### config.mk
export PLATFORM = sky130hd
export DESIGN_NAME = trng_entropy_collector
export DESIGN_NICKNAME = d
export VERILOG_FILES = /design/src/rtl/trng_entropy_collector.sv
export SDC_FILE = /design/constraint.sdc
export NUM_CORES = 1
export LEC_CHECK = 0
export CORE_UTILIZATION = 55
export CTS_CLUSTER_DIAMETER = 80
export DETAILED_ROUTE_END_ITERATION = 10
export HOLD_SLACK_MARGIN = 0.12
export PLACE_DENSITY = 0.8
export SLEW_MARGIN = 20
export SYNTH_ARGS = -nofsm -noshare
export SYNTH_HDL_FRONTEND = slang
export SYNTH_SLANG_ARGS = --single-unit
export TNS_END_PERCENT = 10
### constraint.sdc
create_clock -name clk -period 2.75 [get_ports clk]
set_input_delay 0.825 -clock clk [delete_from_list [all_inputs] [get_ports clk]]
set_output_delay 0.825 -clock clk [all_outputs]
set_load 0.01 [all_outputs]
### src/rtl/trng_entropy_collector.sv
// Ring-oscillator entropy collector: sync, sample, repetition test, 32-bit packing.
// Define TRNG_VN_DEBIAS_EN to insert von Neumann debiasing before the packer.
module trng_entropy_collector #(
  parameter int SAMPLE_DIV    = 4,
  parameter int WARMUP_CYCLES = 16,
  parameter int REP_LIMIT     = 32
) (
  input  logic        clk,
  input  logic        rst_n,
  input  logic        enable,
  input  logic        rosc_out,
  output logic        rosc_en,
  output logic [31:0] ehr_data,
  output logic        ehr_valid,
  input  logic        ehr_ready,
  output logic        health_fail,
  input  logic        clr_fail
);

  localparam int DW = $clog2(SAMPLE_DIV);
  localparam int WW = $clog2(WARMUP_CYCLES + 1);
  localparam int RW = $clog2(REP_LIMIT + 1);

  typedef enum logic [2:0] {
    S_IDLE,
    S_WARMUP,
    S_COLLECT,
    S_FULL,
    S_FAIL
  } state_t;

  state_t      r_state;
  logic        r_sync1;
  logic        r_sync2;
  logic [DW-1:0] r_div;
  logic [WW-1:0] r_warm;
  logic [RW-1:0] r_rep;
  logic        r_prev;
  logic [5:0]  r_bits;
  logic [31:0] r_data;
  logic        r_valid;
  logic        r_rosc_en;
  logic        r_fail;
`ifdef TRNG_VN_DEBIAS_EN
  logic        r_ph;
  logic        r_a;
`endif

  logic          w_tick;
  logic          w_smp;
  logic          w_same;
  logic [RW-1:0] w_rep_inc;
  logic [RW-1:0] w_rep_nxt;
  logic          w_hfail;
  logic          w_emit;
  logic          w_bit;
  logic          w_last;

  assign rosc_en     = r_rosc_en;
  assign ehr_data    = r_data;
  assign ehr_valid   = r_valid;
  assign health_fail = r_fail;

  // rosc_out is fully asynchronous; only r_sync2 is ever sampled
  always_ff @(posedge clk or negedge rst_n) begin
    if (!rst_n) begin
      r_sync1 <= 1'b0;
      r_sync2 <= 1'b0;
    end else begin
      r_sync1 <= rosc_out;
      r_sync2 <= r_sync1;
    end
  end

  assign w_tick = (r_state == S_COLLECT) &&
                  (r_div == DW'(SAMPLE_DIV - 1));
  assign w_smp  = r_sync2;

  // r_rep == 0 marks the first sample after COLLECT entry
  assign w_same    = (r_rep != '0) && (w_smp == r_prev);
  assign w_rep_inc = (r_rep == RW'(REP_LIMIT)) ?
                     r_rep : r_rep + RW'(1);
  assign w_rep_nxt = w_same ? w_rep_inc : RW'(1);
  assign w_hfail   = (w_rep_nxt == RW'(REP_LIMIT));

`ifdef TRNG_VN_DEBIAS_EN
  assign w_emit = r_ph && (r_a != w_smp);
  assign w_bit  = r_a;
`else
  assign w_emit = 1'b1;
  assign w_bit  = w_smp;
`endif

  assign w_last = (r_bits == 6'd31);

  always_ff @(posedge clk or negedge rst_n) begin
    if (!rst_n) begin
      r_state   <= S_IDLE;
      r_div     <= '0;
      r_warm    <= '0;
      r_rep     <= '0;
      r_prev    <= 1'b0;
      r_bits    <= '0;
      r_data    <= '0;
      r_valid   <= 1'b0;
      r_rosc_en <= 1'b0;
      r_fail    <= 1'b0;
`ifdef TRNG_VN_DEBIAS_EN
      r_ph      <= 1'b0;
      r_a       <= 1'b0;
`endif
    end else begin
      unique case (r_state)
        S_IDLE: begin
          if (enable) begin
            r_state   <= S_WARMUP;
            r_warm    <= '0;
            r_rosc_en <= 1'b1;
          end
        end
        S_WARMUP: begin
          if (!enable) begin
            r_state   <= S_IDLE;
            r_rosc_en <= 1'b0;
          end else if (r_warm == WW'(WARMUP_CYCLES - 1)) begin
            r_state <= S_COLLECT;
            r_div   <= '0;
            r_rep   <= '0;
            r_bits  <= '0;
`ifdef TRNG_VN_DEBIAS_EN
            r_ph    <= 1'b0;
`endif
          end else begin
            r_warm <= r_warm + WW'(1);
          end
        end
        S_COLLECT: begin
          if (!enable) begin
            r_state   <= S_IDLE;
            r_rosc_en <= 1'b0;
          end else begin
            r_div <= w_tick ? '0 : r_div + DW'(1);
            if (w_tick) begin
              r_rep  <= w_rep_nxt;
              r_prev <= w_smp;
              // a failing sample is never packed, even as bit 32
              if (w_hfail) begin
                r_state   <= S_FAIL;
                r_fail    <= 1'b1;
                r_rosc_en <= 1'b0;
              end else begin
`ifdef TRNG_VN_DEBIAS_EN
                r_ph <= ~r_ph;
                if (!r_ph) r_a <= w_smp;
`endif
                if (w_emit) begin
                  r_data <= {r_data[30:0], w_bit};
                  r_bits <= r_bits + 6'd1;
                  if (w_last) begin
                    r_state   <= S_FULL;
                    r_valid   <= 1'b1;
                    r_rosc_en <= 1'b0;
                  end
                end
              end
            end
          end
        end
        S_FULL: begin
          if (r_valid && ehr_ready) begin
            r_valid <= 1'b0;
            if (enable) begin
              r_state   <= S_COLLECT;
              r_rosc_en <= 1'b1;
              r_div     <= '0;
              r_rep     <= '0;
              r_bits    <= '0;
`ifdef TRNG_VN_DEBIAS_EN
              r_ph      <= 1'b0;
`endif
            end else begin
              r_state <= S_IDLE;
            end
          end
        end
        S_FAIL: begin
          if (clr_fail) begin
            r_state <= S_IDLE;
            r_fail  <= 1'b0;
          end
        end
        default: begin
          r_state   <= S_IDLE;
          r_valid   <= 1'b0;
          r_rosc_en <= 1'b0;
        end
      endcase
    end
  end

endmodule

==> flow_summary_export.csv <==
group,metric,value,unit
run_status,status,"finished, final reports clean",
synthesis,yosys.area.top_type_share,49.20,%
worst_setup_path,reg2reg_depth,8,
worst_setup_path,path_delay_family,"multiplexers",
clocking,hold_buffers,0,
grt,grt_max_degree,35,
floorplan,core_area,0.005238,sq mm
worst_setup_path,reg2reg_slack,0.25,ns
worst_setup_path,max_stage_delay,0.46,ns
route,drtAntennaViolNets,0,
synthesis,synth_compound_area_share,12.51,%
timing,period_needed,2.504,ns
clocking,cts-root-buf,"clkbuf_8",
timing,fin_skew,0.007456,ns
power_and_ir_drop,ir_drop,0.4961,mV
layout,final_nets,319,
timing,relSlewSlack,54.41,%
synthesis,synth-async-reset-ratio,100.0,%
floorplan,std_cell_rows,26,
synthesis,synthTopCellsByCount,"dfrtp_1 (60), nand2_1 (26), mux2_4 (20)",
floorplan,start_util,58.27,%
timing,setup_tns,0,ns
route,drc,0,
clocking,clk_pin_slew,0.07,ns
floorplan,die_h,76.49,um
worst_setup_path,cp-start-kind,"flop",
worst_setup_path,startpoint,"r_rep[0]",
route,avgViaCountPerCell,5.814,
synthesis,synth.most_common_cell,"dfrtp_1",
synthesis,ys_top_cells_by_area,"dfrtp_1 (49%), mux2_4 (9.8%), mux2_1 (4.4%)",
grt,grt_pass1_vias,2178,
timing,finalMaxSlewViolations,0,
layout,syn2layout_area_growth,22.88,%
timing,worst_pin_slew,0.6838,ns
route,drt_pass1_iterations,5,
worst_setup_path,slowest_stage,"dfrtp_1",
synthesis,synth_edf_count,0,
timing,rsz0062_at_grt,"false",
layout,drive_gt1_share,16.40,%
clocking,cts_max_path_buffers,2,
route,finalWirelength,6.238,mm
synthesis,synth_fp_nets,274,
place,io_buffers,40,
grt,grt_pass1_wl,10.32,mm
clocking,post_cts_resize_count,0,
worst_setup_path,path_class,"reg2reg",
timing,final_hold_viol_count,0,
clocking,clock_latency,0.33,ns
synthesis,synth-simple-area-share,12.92,%
synthesis,ys_warn_count,0,
synthesis,synth-xor-area-share,0.8610,%
synthesis,syn_area,0.003052,sq mm
timing,timing.final.crit_share,91.04,%
clocking,clock_sinks,60,
power_and_ir_drop,power_leakage,1.782,nW
synthesis,synth_fa_ha_area_share,2.460,%
synthesis,yosysUniqueCellTypes,44,
min_path,hold_path_class,"reg2reg",
route,drtIter0Drc,186,
worst_setup_path,crit_arrival,2.71,ns
place,hpwl,4.108,mm
route,dr_total_vias,2215,
grt,grt_antenna_before_repair,0,
layout,diodes,0,
layout,fill_cells,366,
worst_setup_path,crit_path_end_kind,"flop",
floorplan,die-width,76.49,um
floorplan,die_area,0.005851,sq mm
timing,holdWs,0.3481,ns
grt,grt_use_met1,30.32,%
synthesis,synthCells,262,
timing,max_freq,399.4,MHz
worst_setup_path,cp_num_buf_inv,2,
grt,use_met2,34.68,%
grt,gr-usage-all-layers,22.85,%
worst_setup_path,worstPathCellList,"inv_1, ha_1, nor4b_4, mux2i_1, o2111ai_2, o21ai_4, buf_12, mux2_1",
timing,setup_viol,0,
synthesis,synth_area_leader_cell,"dfrtp_1",
grt,grt.overflow.total,0,
synthesis,synth_top_family_by_area,"multiplexers",
clocking,cts_buffers,9,
clocking,cts_max_level,3,
clocking,cts_tree,"yes",
floorplan,io_pins,41,
synthesis,avgSynthCellArea,11.65,sq um
synthesis,muxShareOfSynthArea,17.67,%
synthesis,seq_area_frac_synth,49.20,%
worst_setup_path,crit_path_end,"ehr_data[14]",
power_and_ir_drop,power_density,678.9,mW/mm^2
grt,grtUsageMet3,6.228,%
place,gp_congestion,0.9219,
worst_setup_path,required,2.96,ns
worst_setup_path,r2r-start,"r_rep[0]",
synthesis,yosys_most_used_dff,"dfrtp_1",
worst_setup_path,r2r_end,"ehr_data[14]",
worst_setup_path,path_max_fanout,34,
synthesis,synth-seq-cells,60,
clocking,post_cts_buffers,0,
grt,busiest_layer,"met2",
worst_setup_path,crit_cells,8,
route,wl_per_cell,16.37,um
run,cap_violations,0,
logic make-up (layout without fill, tap and decap cells):
group,count (synthesis),in the layout
simple gates,76,76
flops,60,60
compound gates,53,53
mux,42,42
buf+inv,22,71
fa+ha+maj,6,6
xor+xnor,3,3
routing by layer:
layer,vias to the layer above,share of wire (%)
met5,-,0
met2,65,47
li1,1038,-
met3,7,5.6
met4,0,1.4
met1,1105,46
worst min-delay path by stage:
stage          startpoint       to  slack (ns)  cells past startpoint
2_1_floorplan     r_sync1  r_sync2        0.33                      0
3_3_place_gp      r_sync1  r_sync2        0.34                      0
3_5_place_dp      r_sync1  r_sync2        0.34                      0
4_1_cts           r_sync1  r_sync2        0.35                      0
5_1_grt           r_sync1  r_sync2        0.36                      0
6_report          r_sync1  r_sync2        0.35                      0
state kept, by name, indices dropped and copies added, names as in the netlist:
register	flops
r_rep	6
r_bits	6
ehr_valid	1
rosc_en	1
r_sync2	1
r_prev	1
r_state	3
ehr_data	32
r_sync1	1
r_div	2
r_warm	5
health_fail	1
cell usage in the layout (no fill, tap or decap), types with 3 or more instances in the layout:
cell,netlist,routed
buf_4,0,6
inv_1,8,8
nand2_1,26,26
mux2_1,12,12
a31oi_1,9,9
a21oi_1,5,5
o31ai_1,3,3
o22a_1,3,3
clkbuf_8,0,12
a22o_1,5,5
nand3_1,13,13
o21ai_0,9,9
nor2_1,10,10
o22ai_1,4,4
dfrtp_1,60,60
ha_1,6,6
nor2b_1,5,5
nand2b_1,8,8
mux2_2,3,3
clkdlybuf4s50_1,0,39
mux2_4,20,20
mux2i_1,7,7
and3_1,5,5
o21ai_1,5,5
final cells by class:
type                       count  area, sq um  area share, %
sequential                    60         1501          40.04
tap                           70        87.58          2.336
timing repair buffer          48        480.5          12.81
inverter                       8        30.03         0.8008
clock buffer                  12        165.2          4.404
multi-input combinational    180         1416          37.77
clock inverter                 3        68.82          1.835
report_power, final:
part | internal, W | switching [W]
combinational | 0.000248 | 0.000335
sequential | 0.000957 | 0.0000796
clock | 0.000581 | 0.000344
per-stage QoR:
step	cell area (sq um)	total power, W	std cells	setup slack [ns]	utilization [%]
floorplan	3052	0.001452	262	0.4395	-
global placement	3516	0.001604	366	0.2967	67.13
detailed placement	3516	0.001629	366	0.2483	67.13
CTS	3750	0.002554	381	0.2568	71.60
global route	3750	0.002678	381	0.1261	71.60
finish	3750	0.002546	381	0.2464	71.60
worst reg2reg max path: cells and delay by family, from the launching register on:
family,cells,cell delay [ns]
AO/OA/AOI/OAI,2,0.40
adder cells (fa/ha/maj),1,0.21
buffers and inverters,2,0.37
flip-flops,1,0.46
multiplexers,2,0.69
AND/OR/NAND/NOR,1,0.27
Power figures use the tool's default switching activity.
